### config.mk
export PLATFORM = sky130hd
export DESIGN_NAME = jk_bank_arbiter_flat
export DESIGN_NICKNAME = d
export VERILOG_FILES = /design/src/rtl/jk_bank_arbiter_pkg.sv /design/src/rtl/jk_bank_arbiter_if.sv /design/src/rtl/jk_bank_arbiter_jk_cell.sv /design/src/rtl/jk_bank_arbiter.sv /design/src/flat_wrapper.sv
export SDC_FILE = /design/constraint.sdc
export NUM_CORES = 1
export LEC_CHECK = 0
export ABC_AREA = 1
export CORE_MARGIN = 8
export CORE_UTILIZATION = 30
export DETAILED_ROUTE_END_ITERATION = 7
export PLACE_DENSITY = 0.55
export SETUP_SLACK_MARGIN = 0.2
export SYNTH_ARGS = -nofsm -noshare
export SYNTH_HDL_FRONTEND = slang
export SYNTH_SLANG_ARGS = --single-unit
export TNS_END_PERCENT = 50
### constraint.sdc
create_clock -name clk -period 2 [get_ports clk]
set_input_delay 0.4 -clock clk [delete_from_list [all_inputs] [get_ports clk]]
set_output_delay 0.4 -clock clk [all_outputs]
set_load 0.005 [all_outputs]
### src/rtl/jk_bank_arbiter_pkg.sv
// Shared types and JK operation encodings for the JK bank arbiter.
// Optional feature macro used across the slice: JKARB_ERR_EN.
package jkarb_pkg;

  typedef enum logic [1:0] {
    IDLE = 2'd0,
    EXEC = 2'd1,
    RESP = 2'd2
  } state_t;

  localparam logic [1:0] JK_HOLD   = 2'b00;
  localparam logic [1:0] JK_RESET  = 2'b01;
  localparam logic [1:0] JK_SET    = 2'b10;
  localparam logic [1:0] JK_TOGGLE = 2'b11;

  // Next value of one JK cell given its operation and present state.
  function automatic logic jk_apply(input logic [1:0] jk, input logic q);
    logic r;
    r = q;
    case (jk)
      JK_HOLD:   r = q;
      JK_RESET:  r = 1'b0;
      JK_SET:    r = 1'b1;
      JK_TOGGLE: r = ~q;
      default:   r = q;
    endcase
    return r;
  endfunction

endpackage

### src/rtl/jk_bank_arbiter_if.sv
// Requester command bus plus bank state for the JK bank arbiter.
// The err member exists only when JKARB_ERR_EN is defined.
interface jkarb_if #(
  parameter int WIDTH = 4
);
  localparam int IW = (WIDTH > 1) ? $clog2(WIDTH) : 1;

  logic            req0_valid;
  logic [IW-1:0]   req0_idx;
  logic [1:0]      req0_jk;
  logic            req0_ready;
  logic            req1_valid;
  logic [IW-1:0]   req1_idx;
  logic [1:0]      req1_jk;
  logic            req1_ready;
  logic            grant_id;
  logic [WIDTH-1:0] q;
  logic [WIDTH-1:0] qbar;
`ifdef JKARB_ERR_EN
  logic            err;
`endif

  modport master (
    output req0_valid, req0_idx, req0_jk,
    output req1_valid, req1_idx, req1_jk,
    input  req0_ready, req1_ready, grant_id, q, qbar
`ifdef JKARB_ERR_EN
    , input err
`endif
  );

  modport slave (
    input  req0_valid, req0_idx, req0_jk,
    input  req1_valid, req1_idx, req1_jk,
    output req0_ready, req1_ready, grant_id, q, qbar
`ifdef JKARB_ERR_EN
    , output err
`endif
  );

endinterface

### src/rtl/jk_bank_arbiter_jk_cell.sv
// Single JK flip-flop cell; asynchronous active-low reset clears q.
module jk_cell
  import jkarb_pkg::*;
(
  input  logic       clk,
  input  logic       rst,
  input  logic [1:0] jk,
  output logic       q,
  output logic       qbar
);

  logic q_reg;

  always_ff @(posedge clk or negedge rst) begin
    if (!rst) begin
      q_reg <= 1'b0;
    end else begin
      q_reg <= jk_apply(jk, q_reg);
    end
  end

  assign q    = q_reg;
  assign qbar = ~q_reg;

endmodule

### src/rtl/jk_bank_arbiter.sv
// Round-robin IDLE/EXEC/RESP sequencer applying one JK command per transaction
// to a bank of WIDTH jk_cell instances. JKARB_ERR_EN adds the out-of-range err pulse.
module jk_bank_arbiter
  import jkarb_pkg::*;
#(
  parameter int WIDTH = 4
) (
  input  logic     clk,
  input  logic     rst,
  jkarb_if.slave   bus
);

  localparam int IW = (WIDTH > 1) ? $clog2(WIDTH) : 1;
  localparam logic [IW:0] WIDTH_W = (IW + 1)'(WIDTH);

  state_t        state_reg, state_next;
  logic          last_reg, last_next;
  logic          grant_reg, grant_next;
  logic [IW-1:0] idx_reg, idx_next;
  logic [1:0]    jk_reg, jk_next;
  logic          pick;
  logic          in_range;
  logic [WIDTH-1:0] cell_sel;
  logic [WIDTH-1:0] q_bank;
  logic [WIDTH-1:0] qbar_bank;

  // last_reg resets to 1 so requester 0 wins the first contested grant.
  always_ff @(posedge clk or negedge rst) begin
    if (!rst) begin
      state_reg <= IDLE;
      last_reg  <= 1'b1;
      grant_reg <= 1'b0;
      idx_reg   <= '0;
      jk_reg    <= JK_HOLD;
    end else begin
      state_reg <= state_next;
      last_reg  <= last_next;
      grant_reg <= grant_next;
      idx_reg   <= idx_next;
      jk_reg    <= jk_next;
    end
  end

  always_comb begin
    state_next = state_reg;
    last_next  = last_reg;
    grant_next = grant_reg;
    idx_next   = idx_reg;
    jk_next    = jk_reg;
    pick       = 1'b0;
    case (state_reg)
      IDLE: begin
        if (bus.req0_valid || bus.req1_valid) begin
          if (bus.req0_valid && bus.req1_valid) begin
            pick = ~last_reg;
          end else begin
            pick = bus.req1_valid;
          end
          grant_next = pick;
          idx_next   = pick ? bus.req1_idx : bus.req0_idx;
          jk_next    = pick ? bus.req1_jk  : bus.req0_jk;
          state_next = EXEC;
        end
      end
      EXEC: begin
        state_next = RESP;
      end
      RESP: begin
        last_next  = grant_reg;
        state_next = IDLE;
      end
      default: begin
        state_next = IDLE;
      end
    endcase
  end

  assign in_range = ({1'b0, idx_reg} < WIDTH_W);

  // Only the addressed cell sees the latched op during EXEC; all others hold.
  generate
    for (genvar gi = 0; gi < WIDTH; gi++) begin : g_cell
      assign cell_sel[gi] = (state_reg == EXEC) && in_range && (idx_reg == IW'(gi));
      jk_cell u_cell (
        .clk  (clk),
        .rst  (rst),
        .jk   (cell_sel[gi] ? jk_reg : JK_HOLD),
        .q    (q_bank[gi]),
        .qbar (qbar_bank[gi])
      );
    end
  endgenerate

  assign bus.q          = q_bank;
  assign bus.qbar       = qbar_bank;
  assign bus.grant_id   = grant_reg;
  assign bus.req0_ready = (state_reg == RESP) && !grant_reg;
  assign bus.req1_ready = (state_reg == RESP) && grant_reg;
`ifdef JKARB_ERR_EN
  assign bus.err        = (state_reg == RESP) && !in_range;
`endif

endmodule

### src/flat_wrapper.sv
// flat-port wrapper written by rule: the top's interface ports become plain ports
module jk_bank_arbiter_flat import jkarb_pkg::*;
#(
  parameter int WIDTH = 4
)
  (clk, rst, bus_req0_valid, bus_req0_idx, bus_req0_jk, bus_req1_valid, bus_req1_idx, bus_req1_jk, bus_req0_ready, bus_req1_ready, bus_grant_id, bus_q, bus_qbar);
  jkarb_if #(.WIDTH(WIDTH)) bus_i ();
  input  logic clk;
  input  logic rst;
  input wire logic [$bits(bus_i.req0_valid)-1:0] bus_req0_valid;
  input wire logic [$bits(bus_i.req0_idx)-1:0] bus_req0_idx;
  input wire logic [$bits(bus_i.req0_jk)-1:0] bus_req0_jk;
  input wire logic [$bits(bus_i.req1_valid)-1:0] bus_req1_valid;
  input wire logic [$bits(bus_i.req1_idx)-1:0] bus_req1_idx;
  input wire logic [$bits(bus_i.req1_jk)-1:0] bus_req1_jk;
  output wire logic [$bits(bus_i.req0_ready)-1:0] bus_req0_ready;
  output wire logic [$bits(bus_i.req1_ready)-1:0] bus_req1_ready;
  output wire logic [$bits(bus_i.grant_id)-1:0] bus_grant_id;
  output wire logic [$bits(bus_i.q)-1:0] bus_q;
  output wire logic [$bits(bus_i.qbar)-1:0] bus_qbar;
  assign bus_i.req0_valid = bus_req0_valid;
  assign bus_i.req0_idx = bus_req0_idx;
  assign bus_i.req0_jk = bus_req0_jk;
  assign bus_i.req1_valid = bus_req1_valid;
  assign bus_i.req1_idx = bus_req1_idx;
  assign bus_i.req1_jk = bus_req1_jk;
  assign bus_req0_ready = bus_i.req0_ready;
  assign bus_req1_ready = bus_i.req1_ready;
  assign bus_grant_id = bus_i.grant_id;
  assign bus_q = bus_i.q;
  assign bus_qbar = bus_i.qbar;
  jk_bank_arbiter #(.WIDTH(WIDTH)) u_core (.clk(clk), .rst(rst), .bus(bus_i));
endmodule
==> metrics.json <==
{
  "status": "complete, no violations",
  "crit_slowest_cell": "clkdlybuf4s50_1",
  "groute.usage.overall_pct": 7.98,
  "final_layout_size_suffix_gt1_share_pct": 9.01,
  "irDropWorstVdd_uv": 508,
  "placement.io_buffers": 22,
  "antenna_violating_nets_post_route": 0,
  "largest_reg_flops": 4,
  "floorplan_core_area_mm2": 0.00217,
  "critical_path.cell_chain": "inv_1, clkdlybuf4s50_1",
  "fin_skew_ps": 2.06,
  "worst-endpoint-required_ps": 1600,
  "pwr-share-seq_pct": 40.7,
  "hold_violations": 0,
  "timing.critical_path.from_type": "flip-flop",
  "finalSetupViolCount": 0,
  "cp_num_buf_inv": 2,
  "share_of_total_power_in_combinational_logic_pct": 45.1,
  "initial_util_pct": 31.4,
  "syn_to_final_growth_pct": 33.1,
  "postLayoutCellArea_um2": 906,
  "crit-reg2reg-launch": "u_core.last_reg$_DFFE_PN1N_",
  "met1_usage_pct": 9.16,
  "tritoncts_num_sinks": 12,
  "hold_class": "input port to async pin",
  "clk_latency_ps": 270,
  "power.leakage_uw": 0.000477,
  "drt_iter0_drc": 5,
  "detail_route.first_pass.iterations": 4,
  "critical_path.max_stage_delay_ps": 500,
  "regToRegEndpoint": "u_core.jk_reg[1]$_DFFE_PN0P_",
  "grt_util_met2_pct": 11.5,
  "period_share_pct": 82.4,
  "critical_path_class": "flip-flop to output port",
  "p_int_uw": 710,
  "grt-busiest-layer": "met2",
  "nFillCells": 243,
  "grt-ovfl-total": 0,
  "routed_length_per_placed_instance_um": 10.1,
  "warnings_from_yosys": 0,
  "arrival_ps": 1250,
  "netlist_area_um2": 681,
  "dp_hpwl_mm": 1.15,
  "post_synthesis_average_cell_area_um2": 7.32,
  "pin_count_of_the_biggest_net_entering_global_routing": 13,
  "postCtsHoldBufs": 0,
  "worst-slew-pin-transition_ps": 552,
  "grt_use_met3_pct": 3.00,
  "route.vias.total": 592,
  "final_period_minus_worst_setup_slack_ps": 1650,
  "grt_pass1_wl_mm": 2.61,
  "drv.max_cap_violation_count": 0,
  "detail_route.vias_per_cell": 4.26,
  "reg2reg_setup_slack_ps": 890,
  "power_switching_share_pct": 39.1,
  "totalPowerFinal_uw": 1170,
  "clk_transition_reported_paths_ps": 80,
  "finalWirelength_mm": 1.41,
  "net-switching-power_uw": 456,
  "number_of_cells_produced_by_synthesis": 93,
  "dieArea_mm2": 0.00405,
  "clock_power_share_pct": 14.2,
  "final.hold.worst_slack_ps": 477,
  "gpl.final_weighted_congestion": 0.726,
  "slew_headroom_pct": 63.1,
  "placedInstanceArea_um2": 876,
  "tritoncts": "built",
  "syn_nets": 105,
  "cts_buffers": 3,
  "totalNegativeSetupSlack_ps": 0,
  "synth-seq-cells": 12,
  "max-clock-path-buffers": 2,
  "via_count_of_the_first_global_routing_pass": 578,
  "drc": 0,
  "standard_cell_row_count": 17,
  "synth-seq-area-share_pct": 44.3,
  "die_h_um": 63.6,
  "cts_htree_levels": 1,
  "worstSetupEndpointType": "output port",
  "reg2reg_depth": 5,
  "critical_path.top_delay_family": "buffers and inverters",
  "critical_path_peak_fanout": 3,
  "antenna_violations_before_repair": 0,
  "final_core_util_pct": 41.8,
  "timing.fmax_mhz": 607,
  "total_power_per_unit_cell_area_mw_per_mm2": 1290,
  "antenna_cells": 0,
  "report.final.slew_viol_count": 0,
  "boundaryPins": 23,
  "die_width_um": 63.6,
  "clock-root-buffer": "clkbuf_4",
  "grt_setup_unrepaired": "no",
  "netlist-cell-type-count": 12,
  "final_net_count": 124
}
-- kinds of logic after synthesis --
family / synth area share (%)
AOI/OAI and AO/OA: 2.76
buffers and inverters: 18.7
DFF: 44.3
and+or+nand+nor: 34.2
-- placed cells by master, fill, tap and decap left out --
cell type / Yosys / routed
clkbuf_4: 0 / 3
inv_1: 18 / 17
dfstp_2: 1 / 1
nand2_1: 27 / 26
nand3_1: 12 / 12
nand2_2: 0 / 1
dfrtp_1: 11 / 11
nor2_1: 6 / 6
o21ai_0: 2 / 2
clkdlybuf4s50_1: 0 / 20
dlymetal6s2s_1: 0 / 1
clkbuf_1: 0 / 1
nand4_1: 4 / 4
dlygate4sd2_1: 0 / 1
nor2_2: 2 / 2
o21ai_2: 1 / 1
inv_2: 0 / 1
nor2_4: 1 / 1
-- power by group through the flow --
stage | clock network, uW | logic (uW) | registers, uW
finish | 165 | 526 | 475
detailed placement | 0 | 543 | 477
global placement | 0 | 538 | 473
floorplan | 0 | 378 | 449
CTS | 171 | 545 | 475
global route | 184 | 605 | 500
-- metal layers --
metal  wire length (um)  vias to the layer above
li1                   -                      315
met1                650                      252
met2                617                       21
met3                 96                        4
met4                 45                        0
met5                  0                        -
-- metrics by stage --
step / setup WS, ps / std cells
floorplan: 960 / 93
global placement: 443 / 135
detailed placement: 423 / 135
CTS: 179 / 139
global route: 276 / 139
finish: 353 / 139
-- layout make-up --
cell class,count,area [um^2],area share (%)
flip-flops and latches,12,302,33.3
well taps,28,35.0,3.87
repair buffers,22,221,24.4
multi-input cells,55,254,28.0
clock buffers,4,26.3,2.90
inverters,18,67.6,7.46
-- synth_stat cells, drive strengths merged --
library cell | number | area share, %
inv | 18 | 9.9
dfrtp | 11 | 40
nor2 | 9 | 6.8
dfstp | 1 | 3.9
nand3 | 12 | 8.8
buf | 8 | 8.8
nand4 | 4 | 3.7
o21ai | 3 | 2.8
nand2 | 27 | 15
-- how the worst max path moves through the flow --
stage / startpoint / to / slack [ps] / cells after the start
detailed placement: bus_req0_valid / u_core.jk_reg[1]$_DFFE_PN0P_ / 420 / 6
finish: u_core.g_cell[1].u_cell.q$_DFFE_PN0P_ / bus_qbar[1] / 350 / 2
CTS: u_core.state_reg[0]$_DFFE_PN0P_ / bus_req0_ready / 180 / 4
global route: u_core.g_cell[3].u_cell.q$_DFFE_PN0P_ / bus_qbar[3] / 280 / 2
floorplan: u_core.state_reg[0]$_DFFE_PN0P_ / bus_req0_ready / 960 / 3
global placement: bus_req0_valid / u_core.jk_reg[1]$_DFFE_PN0P_ / 440 / 6
-- what timing repair did --
action | 4_1_cts | 5_1_grt
setup buffers | 0 | 0
setup endpoints to repair | 2 | 1
gates resized for setup | 3 | 1
Power figures use the tool's default switching activity.
